**config.mk**
```make
export PLATFORM = sky130hd
export DESIGN_NAME = fetch_queue
export DESIGN_NICKNAME = d
export VERILOG_FILES = /design/src/rtl/fetch_queue_pkg.sv /design/src/rtl/fetch_fifo.sv /design/src/rtl/fetch_queue.sv
export SDC_FILE = /design/constraint.sdc
export NUM_CORES = 1
export LEC_CHECK = 0
export ABC_AREA = 1
export CAP_MARGIN = 10
export CORE_MARGIN = 1
export CORE_UTILIZATION = 40
export CTS_CLUSTER_DIAMETER = 80
export DETAILED_ROUTE_END_ITERATION = 10
export PLACE_DENSITY = 0.72
export SYNTH_ARGS = -nofsm -noshare
export SYNTH_HDL_FRONTEND = slang
export SYNTH_HIERARCHICAL = 1
export SYNTH_SLANG_ARGS = --single-unit
export TNS_END_PERCENT = 30
```
**constraint.sdc**
```tcl
create_clock -name clk -period 6.2 [get_ports clk]
set_clock_uncertainty 0.05 [all_clocks]
set_input_delay 0.62 -clock clk [delete_from_list [all_inputs] [get_ports clk]]
set_output_delay 0.62 -clock clk [all_outputs]
set_load 0.05 [all_outputs]
```
**src/rtl/fetch_queue_pkg.sv**
```systemverilog
// Shared definitions for the prefetching fetch stage: default geometry,
// response classification and counter-width helper.
package fetch_queue_pkg;

    localparam int DEF_ADDR_W  = 16;
    localparam int DEF_INSTR_W = 16;
    localparam int DEF_PC_STEP = 2;
    localparam int DEF_DEPTH   = 4;

    // What the top does with the memory response presented this cycle.
    typedef enum logic [1:0] {
        RSP_NONE,
        RSP_PUSH,
        RSP_DROP,
        RSP_ERR
    } rsp_action_e;

    // Counters must represent 0..DEPTH inclusive.
    function automatic int cnt_width(input int depth);
        return $clog2(depth) + 1;
    endfunction

endpackage

```
**src/rtl/fetch_fifo.sv**
```systemverilog
// Instruction queue: DEPTH entries of {pc, instr}, synchronous reset and flush,
// simultaneous push/pop, occupancy count.
module fetch_fifo
    import fetch_queue_pkg::*;
#(
    parameter int DEPTH = DEF_DEPTH,
    parameter int WIDTH = DEF_ADDR_W + DEF_INSTR_W,
    parameter int CNT_W = cnt_width(DEPTH)
) (
    input  logic             clk,
    input  logic             rst,
    input  logic             flush,
    input  logic             push,
    input  logic [WIDTH-1:0] push_data,
    input  logic             pop,
    output logic [WIDTH-1:0] head_data,
    output logic [CNT_W-1:0] count
);

    localparam int PTR_W = $clog2(DEPTH);

    logic [PTR_W-1:0] wr_ptr;
    logic [PTR_W-1:0] rd_ptr;
    logic [WIDTH-1:0] mem [DEPTH];
    logic             do_push;
    logic             do_pop;

    // Pop on empty is ignored; push on full is accepted only alongside a pop.
    assign do_pop  = pop && (count != '0);
    assign do_push = push && ((count < CNT_W'(DEPTH)) || do_pop);

    // NOTE: state registers use non-blocking assignments so every flop samples
    // pre-edge values regardless of statement order.
    always_ff @(posedge clk) begin
        if (rst || flush) begin
            wr_ptr <= '0;
            rd_ptr <= '0;
            count  <= '0;
        end else begin
            if (do_push) wr_ptr <= wr_ptr + PTR_W'(1);
            if (do_pop)  rd_ptr <= rd_ptr + PTR_W'(1);
            count <= count + CNT_W'(do_push) - CNT_W'(do_pop);
        end
    end

    // NOTE: storage is deliberately not reset; an entry is only observable once
    // count says it was written, so clearing it would just cost reset fan-out.
    always_ff @(posedge clk) begin
        if (do_push && !flush && !rst) mem[wr_ptr] <= push_data;
    end

    assign head_data = mem[rd_ptr];

endmodule

```
**src/rtl/fetch_queue.sv**
```systemverilog
// Prefetching fetch stage: credit-limited in-order requests to a variable-latency
// instruction memory, queued responses to decode, redirect flush and halt.
module fetch_queue
    import fetch_queue_pkg::*;
#(
    parameter int                ADDR_W   = DEF_ADDR_W,
    parameter int                INSTR_W  = DEF_INSTR_W,
    parameter int                PC_STEP  = DEF_PC_STEP,
    parameter int                DEPTH    = DEF_DEPTH,
    parameter logic [ADDR_W-1:0] RESET_PC = '0
) (
    input  logic               clk,
    input  logic               rst,
    input  logic               redirect,
    input  logic [ADDR_W-1:0]  redirect_pc,
    input  logic               halt,
    output logic               imem_req,
    output logic [ADDR_W-1:0]  imem_addr,
    input  logic               imem_ready,
    input  logic               imem_rsp_valid,
    input  logic [INSTR_W-1:0] imem_rsp_data,
    output logic               instr_valid,
    output logic [INSTR_W-1:0] instr,
    output logic [ADDR_W-1:0]  instr_pc,
    output logic [ADDR_W-1:0]  instr_pc_inc,
    input  logic               instr_ready,
    output logic               err
);

    localparam int                CNT_W = cnt_width(DEPTH);
    localparam logic [ADDR_W-1:0] STEP  = ADDR_W'(PC_STEP);
    localparam logic [ADDR_W-1:0] ALIGN = ADDR_W'(PC_STEP - 1);

    logic [ADDR_W-1:0]         fetch_pc;
    logic [ADDR_W-1:0]         rsp_pc;      // PC of the next non-stale response
    logic [CNT_W-1:0]          outstanding;
    logic [CNT_W-1:0]          drop_cnt;
    logic                      err_q;
    logic [CNT_W-1:0]          fifo_count;
    logic [CNT_W:0]            credit_used;
    logic [ADDR_W+INSTR_W-1:0] head_data;
    logic [ADDR_W-1:0]         head_pc;
    logic [ADDR_W-1:0]         redirect_target;
    logic                      misaligned;
    logic                      issue;
    logic                      rsp_taken;
    logic                      push;
    logic                      pop;
    logic                      head_valid;
    rsp_action_e               rsp_action;

    // NOTE: every signal written here gets a default first, so no path can
    // leave one unassigned and infer a latch.
    always_comb begin
        rsp_action = RSP_NONE;
        if (imem_rsp_valid) begin
            if (outstanding == '0)                  rsp_action = RSP_ERR;
            else if (redirect || drop_cnt != '0)    rsp_action = RSP_DROP;
            else                                    rsp_action = RSP_PUSH;
        end

        credit_used     = {1'b0, fifo_count} + {1'b0, outstanding};
        imem_req        = !rst && !halt && !redirect && (credit_used < (CNT_W+1)'(DEPTH));
        issue           = imem_req && imem_ready;
        rsp_taken       = (rsp_action == RSP_PUSH) || (rsp_action == RSP_DROP);
        push            = (rsp_action == RSP_PUSH);
        head_valid      = !rst && (fifo_count != '0);
        pop             = head_valid && instr_ready && !redirect;
        misaligned      = (redirect_pc & ALIGN) != '0;
        redirect_target = redirect_pc & ~ALIGN;
    end

    always_ff @(posedge clk) begin
        if (rst) begin
            fetch_pc    <= RESET_PC;
            rsp_pc      <= RESET_PC;
            outstanding <= '0;
            drop_cnt    <= '0;
            err_q       <= 1'b0;
        end else begin
            outstanding <= outstanding + CNT_W'(issue) - CNT_W'(rsp_taken);
            if (redirect) begin
                // Everything still in flight after this cycle belongs to the old path.
                fetch_pc <= redirect_target;
                rsp_pc   <= redirect_target;
                drop_cnt <= outstanding - CNT_W'(rsp_taken);
            end else begin
                if (issue) fetch_pc <= fetch_pc + STEP;
                if (push)  rsp_pc   <= rsp_pc + STEP;
                if (rsp_action == RSP_DROP) drop_cnt <= drop_cnt - CNT_W'(1);
            end
            if (rsp_action == RSP_ERR || (redirect && misaligned)) err_q <= 1'b1;
        end
    end

    fetch_fifo #(
        .DEPTH (DEPTH),
        .WIDTH (ADDR_W + INSTR_W),
        .CNT_W (CNT_W)
    ) u_fifo (
        .clk       (clk),
        .rst       (rst),
        .flush     (redirect),
        .push      (push),
        .push_data ({rsp_pc, imem_rsp_data}),
        .pop       (pop),
        .head_data (head_data),
        .count     (fifo_count)
    );

    assign head_pc      = head_data[ADDR_W+INSTR_W-1:INSTR_W];
    assign imem_addr    = rst ? RESET_PC : fetch_pc;
    assign instr_valid  = head_valid;
    assign instr        = head_valid ? head_data[INSTR_W-1:0] : '0;
    assign instr_pc     = head_valid ? head_pc : '0;
    assign instr_pc_inc = head_valid ? head_pc + STEP : '0;
    assign err          = err_q && !rst;

endmodule

```
Yosys cells after proc, flatten, opt, wreduce, memory -nomap -nowiden
Memory sizes are Yosys's and may differ from the RTL's. A register that Yosys moved wholly into a read port is not among the register bits.
Index checks and enable logic that the tools add are counted.
{ "word_totals": {"inputBits": 39, "out_inout_bits": 67, "ff_bits": 46, "mem_bits_rw": 128, "elab_cells": 73, "mem_count": 1} }
{ "classes": {"n_eq_ne": 3, "reduce_logical": 28, "addsub": 12, "n_lt_le_gt_ge": 2, "mux": 17} }
{ "mem_list": {"columns": ["memory", "depth", "word_bits", "read_ports", "rd_clocked_by_memory_dff", "write_ports", "line_no", "text"], "rows": [
  ["u_fifo.mem", 4, 32, 1, 1, 1, "fetch_fifo.sv:24", "logic [WIDTH-1:0] mem [DEPTH];"]
]} }
{ "op_table": {"columns": ["operator", "count"], "rows": [
  ["16-bit two-way mux", 8],
  ["16-bit by 2-bit adder with 16-bit output (second input constant)", 3],
  ["1-bit logical AND", 13],
  ["2-bit two-way mux", 5],
  ["3-bit by 1-bit subtractor with 3-bit output", 3],
  ["3-bit by 1-bit adder with 3-bit output", 2],
  ["3-bit two-way mux", 2],
  ["2-bit nonzero test", 3],
  ["3-bit nonzero test", 2],
  ["1-bit logical OR", 5],
  ["2-bit by 1-bit adder with 2-bit output (second input constant)", 2],
  ["3-bit by 3-bit adder with 4-bit output", 1],
  ["2-bit equality test (second input constant)", 2],
  ["4-bit by 3-bit < comparator with 1-bit output (second input constant)", 1],
  ["1-bit zero test", 3],
  ["3-bit zero test", 1],
  ["3-bit < comparator (second input constant)", 1],
  ["3-bit by 1-bit subtractor with 3-bit output (second input constant)", 1],
  ["2-bit by 1-bit equality test with 1-bit output (second input constant)", 1],
  ["1-bit two-way mux", 2],
  ["2-bit OR reduction", 1]
]} }

Logic depth before layout (Yosys ltp)
{ "logic_depth": {"word_depth": 11, "depth_mapped": 16} }

Hierarchy
The synthesis kept the hierarchy.
{ "modules_own_cells": {"columns": ["module", "seq_area_each_um2", "cells_each", "area_each_um2", "instances"], "rows": [
  ["fetch_fifo", 4023.9, 379, 5277.6, 1],
  ["fetch_queue", 740.7, 559, 3196.8, 1]
]} }

Worst setup path before layout
OpenSTA, ideal clock, no wires.
{ "synth_path": {"path_type": "in2reg", "startpoint": "in redirect", "endpoint": "mem u_fifo/mem[0][0] (netlist name) (enable)", "setup_time_ns": 0.421, "path_slack_ns": 2.645, "arrival_time_ns": 3.083, "required_ns": 5.729, "path_stages": 9, "cell_sequence": "buf_6 -> inv_6 -> clkbuf_1 -> nand2_1 -> nor2_1 -> inv_1 -> a21boi_4 -> nand2_1 -> nor2_1"} }
{ "synth_via": {"elab_cells_between_ends": 14, "classes_between": "1 x eq/ne; 5 x mux; 8 x reduce/logical"} }
{ "synth_rtl": {"columns": ["item", "line_no", "text"], "rows": [
  ["from (decl)", "fetch_queue.sv:14", "input logic redirect,"],
  ["1-bit zero test", "fetch_queue.sv:68", "pop = head_valid && instr_ready && !redirect;"],
  ["1-bit logical AND", "fetch_queue.sv:68", null],
  ["net pop", "fetch_queue.sv:48", "logic pop;"],
  ["1-bit logical AND", "fetch_fifo.sv:29", "assign do_pop = pop && (count != '0);"],
  ["1-bit logical OR", "fetch_fifo.sv:30", "assign do_push = push && ((count < CNT_W'(DEPTH)) || do_pop);"],
  ["1-bit logical AND", "fetch_fifo.sv:30", null],
  ["1-bit logical AND (2 in series)", "fetch_fifo.sv:49", "if (do_push && !flush && !rst) mem[wr_ptr] <= push_data;"],
  ["1-bit two-way mux", "fetch_fifo.sv:49", null],
  ["1-bit two-way mux (implied by the code)", "fetch_fifo.sv:49", null],
  ["to (decl)", "fetch_fifo.sv:24", null]
]} }
The timed path passes the listed nets, and every way through them passes these cells.

==> impl_metrics.csv <==
group,metric,value,unit
synthesis,synth-adder-area-share,0.0298,
global_routing,grt_max_degree,65,
final_layout,drive_above_1_share,0.0657,
final_layout,fin_area,0.0103,mm²
synthesis,synthMuxAreaShare,0,
synthesis,synth_flop_cell,"edfxtp_1",
cts,cts_sinks,174,
synthesis,synth_seq_area_share,0.562,
cts,cts.path.max_buffers,2,
power_and_ir_drop,pwr_density_cell,267,mW/mm²
synthesis,synth_compound_area_frac,0.105,
floorplanning,core_area,0.0205,mm²
critical_path,timing.rr.end,"outstanding[2]",
detailed_routing,ant_nets,0,
floorplanning,die_area,0.0218,mm²
critical_path,worstPathMaxFanout,33,
cts,htree_levels,4,
synthesis,synth-xor-area-share,0.0124,
timing,final_hold_viol_count,0,
final_layout,final_nets,1095,
floorplanning,die_y,148,µm
synthesis,yosysMostFrequentCell,"nor2_1",
synthesis,yosys_warnings,6,
critical_path,start_kind,"register",
placed_design,place.gp.congestion,0.832,
floorplanning,die-width,148,µm
power_and_ir_drop,p_leak,3.94,nW
critical_path,endpoint,"instr_pc_inc[11]",
placed_design,dp_hpwl,12.1,mm
cts,cts_tree,"yes",
final_layout,antenna_cells,0,
timing,tns,0,ns
status,outcome,"completed",
floorplanning,ios,106,
floorplanning,initial_core_util,0.413,
detailed_routing,routed_wirelength,18.7,mm
cts,cts-root-buf,"clkbuf_16",
synthesis,yosysTopAreaCell,"edfxtp_1",
critical_path,worstSetupPathType,"register to output port",
detailed_routing,drt-initial-drc-count,399,
detailed_routing,wl_per_cell,14.2,µm
timing,fin_crit_sh,0.745,
cts,clock_latency,0.43,ns
global_routing,grt_pass1_wl,30.9,mm
final_layout,flow.area_growth_from_synthesis,21.4,%
synthesis,synth_cells,938,
timing,relSlewSlack,0.469,
detailed_routing,via_per_inst,5.01,
final_layout,fin_util,0.502,
synthesis,ys_ff_latch,174,
critical_path,r2r_slack,3.43,ns
power_and_ir_drop,ir_drop,189,µV
cts,clk_pin_slew,0.07,ns
global_routing,antenna_found_initial,0,
critical_path,cp.arrival,3.95,ns
timing,rsz0062_at_grt,"no",
synthesis,synth_top_family_by_area,"simple AND/OR/NAND/NOR gates",
detailed_routing,num_vias,6610,
synthesis,synth_edf_count,128,
critical_path,cp.required,5.53,ns
cts,numCtsBuffers,17,
run,max_cap_violations,0,
synthesis,ys_top_cells_by_count,"nor2_1 (193), nand2_1 (141), edfxtp_1 (128)",
global_routing,grt_usage,0.180,
floorplanning,rows,52,
synthesis,synth.distinct_cells,39,
critical_path,cp-end-kind,"output port",
synthesis,synth_top_area_share,0.454,
detailed_routing,drc,0,
min_path,hold_class,"register to register",
synthesis,synthSimpleGateAreaFrac,0.209,
timing,slew_viol_final,0,
synthesis,syn_avg_cell_area,9.03,µm²
timing,tightest_slew,0.797,ns
synthesis,async_flop_share,0,
critical_path,reg2regPathDepth,13,
placed_design,portBuffers,104,
synthesis,synth_area_leaders,"edfxtp_1 (45%), dfxtp_1 (11%), nor2_1 (8.5%), nand2_1 (6.2%), inv_1 (4.7%)",
placed_design,place_area,0.00970,mm²
detailed_routing,dr.pass1.iters,5,
cts,ctsHoldBuffers,0,
timing,fmax,217,MHz
timing,finalSetupViolations,0,
synthesis,syn_area,0.00847,mm²
cts,postCtsSetupBuffers,0,
cts,cts_resized,0,
timing,fin_crit,4.62,ns
critical_path,r2r-start,"u_fifo/count[2]",
global_routing,grt_overflow_total,0,
global_routing,grt_pass1_vias,6153,
==> critical path, cell delays in order, from the launching register on <==
cell,delay (ns)
dfxtp_1,0.30
buf_4,0.24
inv_2,0.48
o21ai_1,0.14
o22ai_1,0.41
ha_1,0.27
nand3_1,0.13
inv_1,0.16
nand2_1,0.11
nor2_1,0.21
o21ai_0,0.11
a21oi_1,0.14
clkdlybuf4s50_1,0.81
==> how the worst min path moves through the flow <==
stage,from,to,slack (ns),cells after the start
3_3_place_gp,u_fifo/rd_ptr[0],u_fifo/rd_ptr[0],0.42,2
4_1_cts,u_fifo/rd_ptr[0],u_fifo/rd_ptr[0],0.45,2
6_report,u_fifo/rd_ptr[0],register,0.45,2
5_1_grt,u_fifo/rd_ptr[0],u_fifo/rd_ptr[0],0.47,2
2_1_floorplan,u_fifo/rd_ptr[0],register,0.40,2
3_5_place_dp,u_fifo/rd_ptr[0],u_fifo/rd_ptr[0],0.42,2
==> cell families (layout without fill, tap and decap cells) <==
logic type / Yosys count / in the layout
simple gates: 421 / 421
flops: 174 / 174
compound gates: 162 / 162
buf+inv: 149 / 257
fa+ha+maj: 19 / 19
xor+xnor: 12 / 12
other cells: 1 / 5
==> flip-flops by register name, summed over array words and instances (netlist names), named ones only <==
signal / flops
drop_cnt: 3
u_fifo/rd_ptr: 2
fetch_pc: 15
outstanding: 3
u_fifo/mem: 128
err_q: 1
u_fifo/wr_ptr: 2
u_fifo/count: 3
rsp_pc: 15
==> area by class of cell <==
class / count / area [µm²]
clock buffer: 18 / 429
clock inverter: 14 / 164
fill: 1907 / 10200
inverter: 112 / 433
multi-input combinational: 619 / 3050
sequential: 174 / 4770
tap: 270 / 338
timing repair buffer: 113 / 1110
==> where the power goes <==
part / internal, mW / switching (mW)
Clock: 0.578 / 0.492
Sequential: 1.29 / 0.0467
Combinational: 0.130 / 0.215
==> placed cells by master (no fill, tap or decap), types with 2 or more instances in the layout <==
cell type          n
nor2_1           189
nand2_1          141
edfxtp_1         128
inv_1            106
clkdlybuf4s50_1  104
o21ai_0           55
nand3_1           54
dfxtp_1           45
a21oi_1           38
o22ai_1           32
o21ai_1           30
ha_1              17
clkbuf_16         17
nand4_1           11
xor2_1             9
buf_4              9
inv_8              8
nor3_1             7
nor2_2             6
conb_1             5
nand2_2            4
xnor2_1            3
inv_6              3
inv_2              3
a21oi_2            3
nor2_4             2
nand2_4            2
fa_1               2
==> layer usage <==
layer	GRT usage	vias to the layer above	share of wire
met5	0	-	0
met4	0.0469	0	0.0081
met3	0.0373	13	0.068
met2	0.285	221	0.45
met1	0.252	3057	0.47
li1	-	3319	-
==> through the flow <==
stage | setup slack (ns) | power, mW | hold WS [ns] | instances
floorplan | 2.65 | 1.60 | 0.398 | 942
global placement | 1.85 | 1.70 | 0.421 | 1288
detailed placement | 1.82 | 1.71 | 0.421 | 1288
CTS | 1.57 | 2.77 | 0.452 | 1320
global route | 1.18 | 2.86 | 0.474 | 1320
finish | 1.58 | 2.75 | 0.449 | 1320
Note: power is estimated with default switching activity, not from simulation.
==> patch 1, RTL diff (config.mk and constraints unchanged) <==
Change the package constant `DEF_INSTR_W` from 16 to 32.
--- a/src/rtl/fetch_queue_pkg.sv
+++ b/src/rtl/fetch_queue_pkg.sv
@@ -3,7 +3,7 @@
 package fetch_queue_pkg;
 
     localparam int DEF_ADDR_W  = 16;
-    localparam int DEF_INSTR_W = 16;
+    localparam int DEF_INSTR_W = 32;
     localparam int DEF_PC_STEP = 2;
     localparam int DEF_DEPTH   = 4;
 
Interface: changed (resized imem_rsp_data and instr); port bits go from 106 to 138. The function was not compared with the original's and may differ.
==> patch 1 against the unedited design <==
  * Synthesized area rose by 35%
  * Wire length up 35%
  * Design area up 34%
  * Power is 34% higher
  * Worst setup slack worse by 0.22 ns
  * Highest routed layer unchanged
  * Via count rose by 25%
  * Sequential cell count grew 64
  * Critical endpoint is now instr_pc_inc[9]
  * Global-route usage fell by 0.81 points
  * Sequential share of layout area increased by 2.0 points
==> patch 1: results (changes against the unedited design) <==
[critical_path]
reg2reg_to = u_fifo/mem[2][39]
critical-path-top-delay-family = buffers and inverters
reg2reg_from = u_fifo/count[2]
slowest_stage = clkdlybuf4s50_1
max_stage_delay_ns = 0.81  ; about the same
path_max_fanout = 96  ; +190%
critPathArrivalTime_ns = 4.17  ; +0.22 ns
reg2regPathDepth = 10  ; -3
timing.reg2reg.setup_slack_ns = 2.42  ; -1.01 ns

[layout]
drive_gt1_frac = 0.1272  ; +0.06153
diodes = 0  ; unchanged
fill_cells = 2490  ; +31%
nNetsFinal = 1337  ; +22%
top_regs = u_fifo/mem: 192 flops, fetch_pc: 15 flops, rsp_pc: 15 flops

[sta]
tightest_slew_ns = 1.016  ; +0.2195 ns
tns_ns = 0  ; unchanged

[cts]
clk_path_buf_depth = 3  ; +1
h-tree-depth = 1  ; -3
numCtsBuffers = 25  ; +8
clk_latency_ns = 0.51  ; +0.08 ns
cts_resized = 0  ; unchanged
postCtsSetupRepairBufs = 0  ; unchanged
clock-root-buffer = clkbuf_16
path_clk_slew_ns = 0.06

[route]
dr.pass1.iters = 5  ; unchanged
avgRoutedWirePerCell_um = 15.27  ; +7.6%
vias = 8277  ; +25%
drt_iter0_drc = 620  ; +55%

[min_path]
min_path_cells = 2  ; unchanged
min_path_type = flip-flop to flip-flop
hp-start = u_fifo/rd_ptr[0]

[placed_design]
gp_congestion = 0.8659  ; +4.1%
pre_cts_ws_ns = 1.566  ; -0.2514 ns
place_hpwl_um = 16160  ; +33%
port_buffers = 136  ; +31%

[global_route]
grt_pass1_vias = 7939  ; +29%
antenna_found_initial = 0  ; unchanged
grt_first_pass_wirelength_um = 40120  ; +30%
grt_usage = 0.1720  ; -0.008107
grt_max_degree = 97  ; +49%

[synthesis]
yosysUniqueCellTypes = 44  ; +13%
yosysSeqAreaShare = 0.5841  ; +0.02188
async_reset_ff_frac = 0  ; unchanged
synthFlopType = edfxtp_1
synth_common_cells = nor2_1 (204), edfxtp_1 (192), nand2_1 (141)
yosysWarnings = 6  ; unchanged
synth_edf_count = 192  ; +50%
synthTopCellsByArea = edfxtp_1 (50%), dfxtp_1 (8.0%), nor2_1 (6.7%), o21ai_0 (4.9%), nand2_1 (4.6%)

[power]
intPower_mw = 2.793  ; +40%
vdd_drop_max_uv = 164.4  ; -13%
cellLeakagePower_nw = 5.097  ; +29%

[outcome]
status = complete, no violations

-- patch 1: how the worst max path moves through the flow --
stage | from | end | slack (ns)
floorplan | rst | u_fifo/mem[0][0] | 1.49
global placement | rst | u_fifo/mem[2][36] | 1.68
detailed placement | rst | u_fifo/mem[2][34] | 1.57
CTS | flip-flop | instr_pc_inc[9] | 1.41
global route | flip-flop | instr_pc_inc[9] | 1.11
finish | flip-flop | instr_pc_inc[9] | 1.36
-- patch 1: logic make-up (layout without fill, tap and decap cells) --
kind of cell | Yosys count | after routing | share of synthesized area
muxes | 1 | 1 | 0.0008744
AOI/OAI and AO/OA | 219 | 219 | 0.1269
buffers and inverters | 175 | 314 | 0.07444
DFF | 238 | 238 | 0.5841
adders and majority gates | 19 | 19 | 0.02208
xor gates and xnor gates | 10 | 10 | 0.007652
and+or+nand+nor | 475 | 475 | 0.1836
other | 1 | 5 | 0.0003276
-- patch 1: worst reg2reg max path, delay by kind of cell, from the launching register on --
family | cells | cell delay, ns
simple gates | 5 | 1.90
buf+inv | 4 | 0.82
flops | 1 | 0.44
compound gates | 1 | 0.24
-- patch 1: power groups by stage --
stage	Sequential [mW]	Combinational, mW	Clock [mW]
floorplan	1.84	0.282	0
global placement	1.86	0.396	0
detailed placement	1.86	0.406	0
CTS	1.82	0.407	1.49
global route	1.83	0.451	1.56
finish	1.83	0.405	1.47
-- patch 1: metrics by stage --
stage	util	area [um^2]	hold slack (ns)	std cells	total power, mW
6_report	0.4954	13840	0.4452	1659	3.696
5_1_grt	0.4954	13840	0.4751	1659	3.839
4_1_cts	0.4954	13840	0.4379	1659	3.722
3_5_place_dp	0.4663	13030	0.4222	1614	2.265
3_3_place_gp	0.4663	13030	0.4183	1614	2.252
2_1_floorplan	-	11460	0.3981	1142	2.127
-- patch 1: layout make-up --
type                            count  area, um^2  area share
Clock buffer                       27       633.1     0.04575
Clock inverter                     18       180.2     0.01302
Inverter                          122       462.9     0.03345
Multi-Input combinational cell    729        3954      0.2857
Sequential cell                   238        6691      0.4835
Tap cell                          378       473.0     0.03418
Timing Repair Buffer              147        1444      0.1043
-- patch 1: routing by layer --
| layer | track usage | wire (um) | vias to the layer above |
|---|---|---|---|
| li1 | - | - | 4090 |
| met1 | 0.2418 | 11810 | 3892 |
| met2 | 0.2803 | 11590 | 266 |
| met3 | 0.02324 | 1541 | 29 |
| met4 | 0.04309 | 391 | 0 |
| met5 | 0 | 0 | - |
==> patch 2, RTL diff (config.mk and constraints unchanged) <==
Made on the original files. Register the output `err`, with the module's reset; this adds one clock of latency there. The other outputs are not delayed to match.
--- a/src/rtl/fetch_queue.sv
+++ b/src/rtl/fetch_queue.sv
@@ -114,7 +114,13 @@
     assign instr        = head_valid ? head_data[INSTR_W-1:0] : '0;
     assign instr_pc     = head_valid ? head_pc : '0;
     assign instr_pc_inc = head_valid ? head_pc + STEP : '0;
-    assign err          = err_q && !rst;
+    always_ff @(posedge clk) begin
+        if (rst) begin
+            err <= '0;
+        end else begin
+            err <= err_q && !rst;
+        end
+    end
 
 endmodule
 
Check against the original RTL: not equivalent (a bounded check fails within 4 cycles, from zero or initial values and one cycle with rst high).
==> patch 2 against the unedited design <==
  * Via count decreased by 0.42%
  * Synthesized area about the same
  * Critical path depth decreased by 1
  * Wire length decreased by 2.5%
  * Design area increased by 0.39%
  * Sequential cell count increased by 1
  * Power increased by 0.61%
  * Die area about the same
  * Worst setup slack got worse by 0.072 ns
  * Largest power group unchanged
==> patch 2: results (changes against the unedited design) <==
[placed_design]
gp_congestion = 0.8351  ; +0.41%
place_hpwl_um = 11810  ; -2.7%
dpl_cell_area_mm2 = 0.009714  ; +0.17%
place_inst = 1295  ; +0.54%

[route]
wl_met3_um = 1358  ; +7.2%
vias = 6582  ; -0.42%
drt_iter0_drc = 508  ; +27%
avgRoutedWirePerCell_um = 13.77  ; -3.0%
wl_met2_um = 8013  ; -5.7%
wl_met1_um = 8809  ; -0.20%
viasPerCell = 4.960  ; -0.95%

[critical_path]
path_max_fanout = 32  ; -3.0%
timing.reg2reg.setup_slack_ns = 3.39  ; -0.04 ns
max_stage_delay_ns = 0.81  ; about the same
reg2reg_from = u_fifo/count[2]
reg2reg_to = outstanding[2]
critPathArrivalTime_ns = 4.02  ; +0.07 ns

[layout]
top_regs = u_fifo/mem: 128 flops, fetch_pc: 15 flops, rsp_pc: 15 flops
diodes = 0  ; unchanged
nNetsFinal = 1102  ; +0.64%
fill_cells = 1853  ; -2.8%
drive_gt1_frac = 0.06149  ; -0.004219

[synthesis]
synthTopCellsByArea = edfxtp_1 (45%), dfxtp_1 (11%), nor2_1 (8.8%), nand2_1 (6.3%), inv_1 (4.7%)
synth_edf_count = 128  ; unchanged
synthFlopType = edfxtp_1
yosysSeqAreaShare = 0.5643  ; +0.002029
yosysWarnings = 6  ; unchanged
post_synth.cell_area_avg_um2 = 8.982  ; -0.58%
yosysUniqueCellTypes = 36  ; -7.7%
synth_common_cells = nor2_1 (199), nand2_1 (143), edfxtp_1 (128)
async_reset_ff_frac = 0  ; unchanged

[cts]
clk_path_buf_depth = 2  ; unchanged
h-tree-depth = 4  ; unchanged
postCtsSetupRepairBufs = 0  ; unchanged
clock-root-buffer = clkbuf_16
cts_resized = 0  ; unchanged

[min_path]
hp-start = err_q
min_to = err

[outcome]
status = complete, no violations

[sta]
finalMaxSlewViolations = 0  ; unchanged
slew_headroom = 0.4337  ; -0.03521

[global_route]
grt_max_degree = 65  ; unchanged
antenna_found_initial = 0  ; unchanged
grt_usage = 0.1729  ; -0.007159
grt_pass1_vias = 5942  ; -3.4%
grt_first_pass_wirelength_um = 29680  ; -3.8%

[power]
vdd_drop_max_uv = 189.5  ; +0.12%
cellLeakagePower_nw = 3.935  ; about the same
power_switching_mw = 0.7323  ; -2.9%

-- patch 2: critical path, delay by kind of cell (launching register included) --
kind / cells / cell delay (ns)
buffers and inverters: 3 / 1.53
AO/OA/AOI/OAI: 4 / 0.77
adder cells (fa/ha/maj): 1 / 0.26
flip-flops: 1 / 0.59
AND/OR/NAND/NOR: 3 / 0.43
-- patch 2: metal layers --
metal / global-route usage / vias up
li1: - / 3349
met2: 0.2623 / 252
met5: 0 / -
met1: 0.2519 / 2973
met4: 0.03866 / 0
met3: 0.03889 / 8
-- patch 2: cell type report --
type                    instances  share of cell area
clock buffers                  17             0.04118
clock inverters                15             0.01853
inverters                     113             0.04202
multi-input cells             624              0.2950
flip-flops and latches        175              0.4632
well taps                     270             0.03270
repair buffers                113              0.1073
-- patch 2: through the flow --
step | util | setup slack, ns | hold slack [ns]
floorplan | - | 2.742 | 0.3528
global placement | 0.4740 | 2.103 | 0.3785
detailed placement | 0.4740 | 1.995 | 0.3784
CTS | 0.5041 | 1.501 | 0.3903
global route | 0.5041 | 1.144 | 0.4074
finish | 0.5041 | 1.510 | 0.3885
-- patch 2: power groups by stage --
stage,combinational [mW],clock (mW),sequential [mW]
2_1_floorplan,0.237,0,1.36
3_3_place_gp,0.328,0,1.37
3_5_place_dp,0.335,0,1.37
4_1_cts,0.337,1.11,1.34
5_1_grt,0.379,1.15,1.35
6_report,0.335,1.09,1.34
-- patch 2: logic make-up after synthesis --
family | after synthesis | synth area share
other cells | 1 | 0.0004422
xor+xnor | 11 | 0.01136
compound gates | 162 | 0.1048
fa+ha+maj | 19 | 0.02981
flops | 175 | 0.5643
simple gates | 427 | 0.2091
buf+inv | 149 | 0.08027
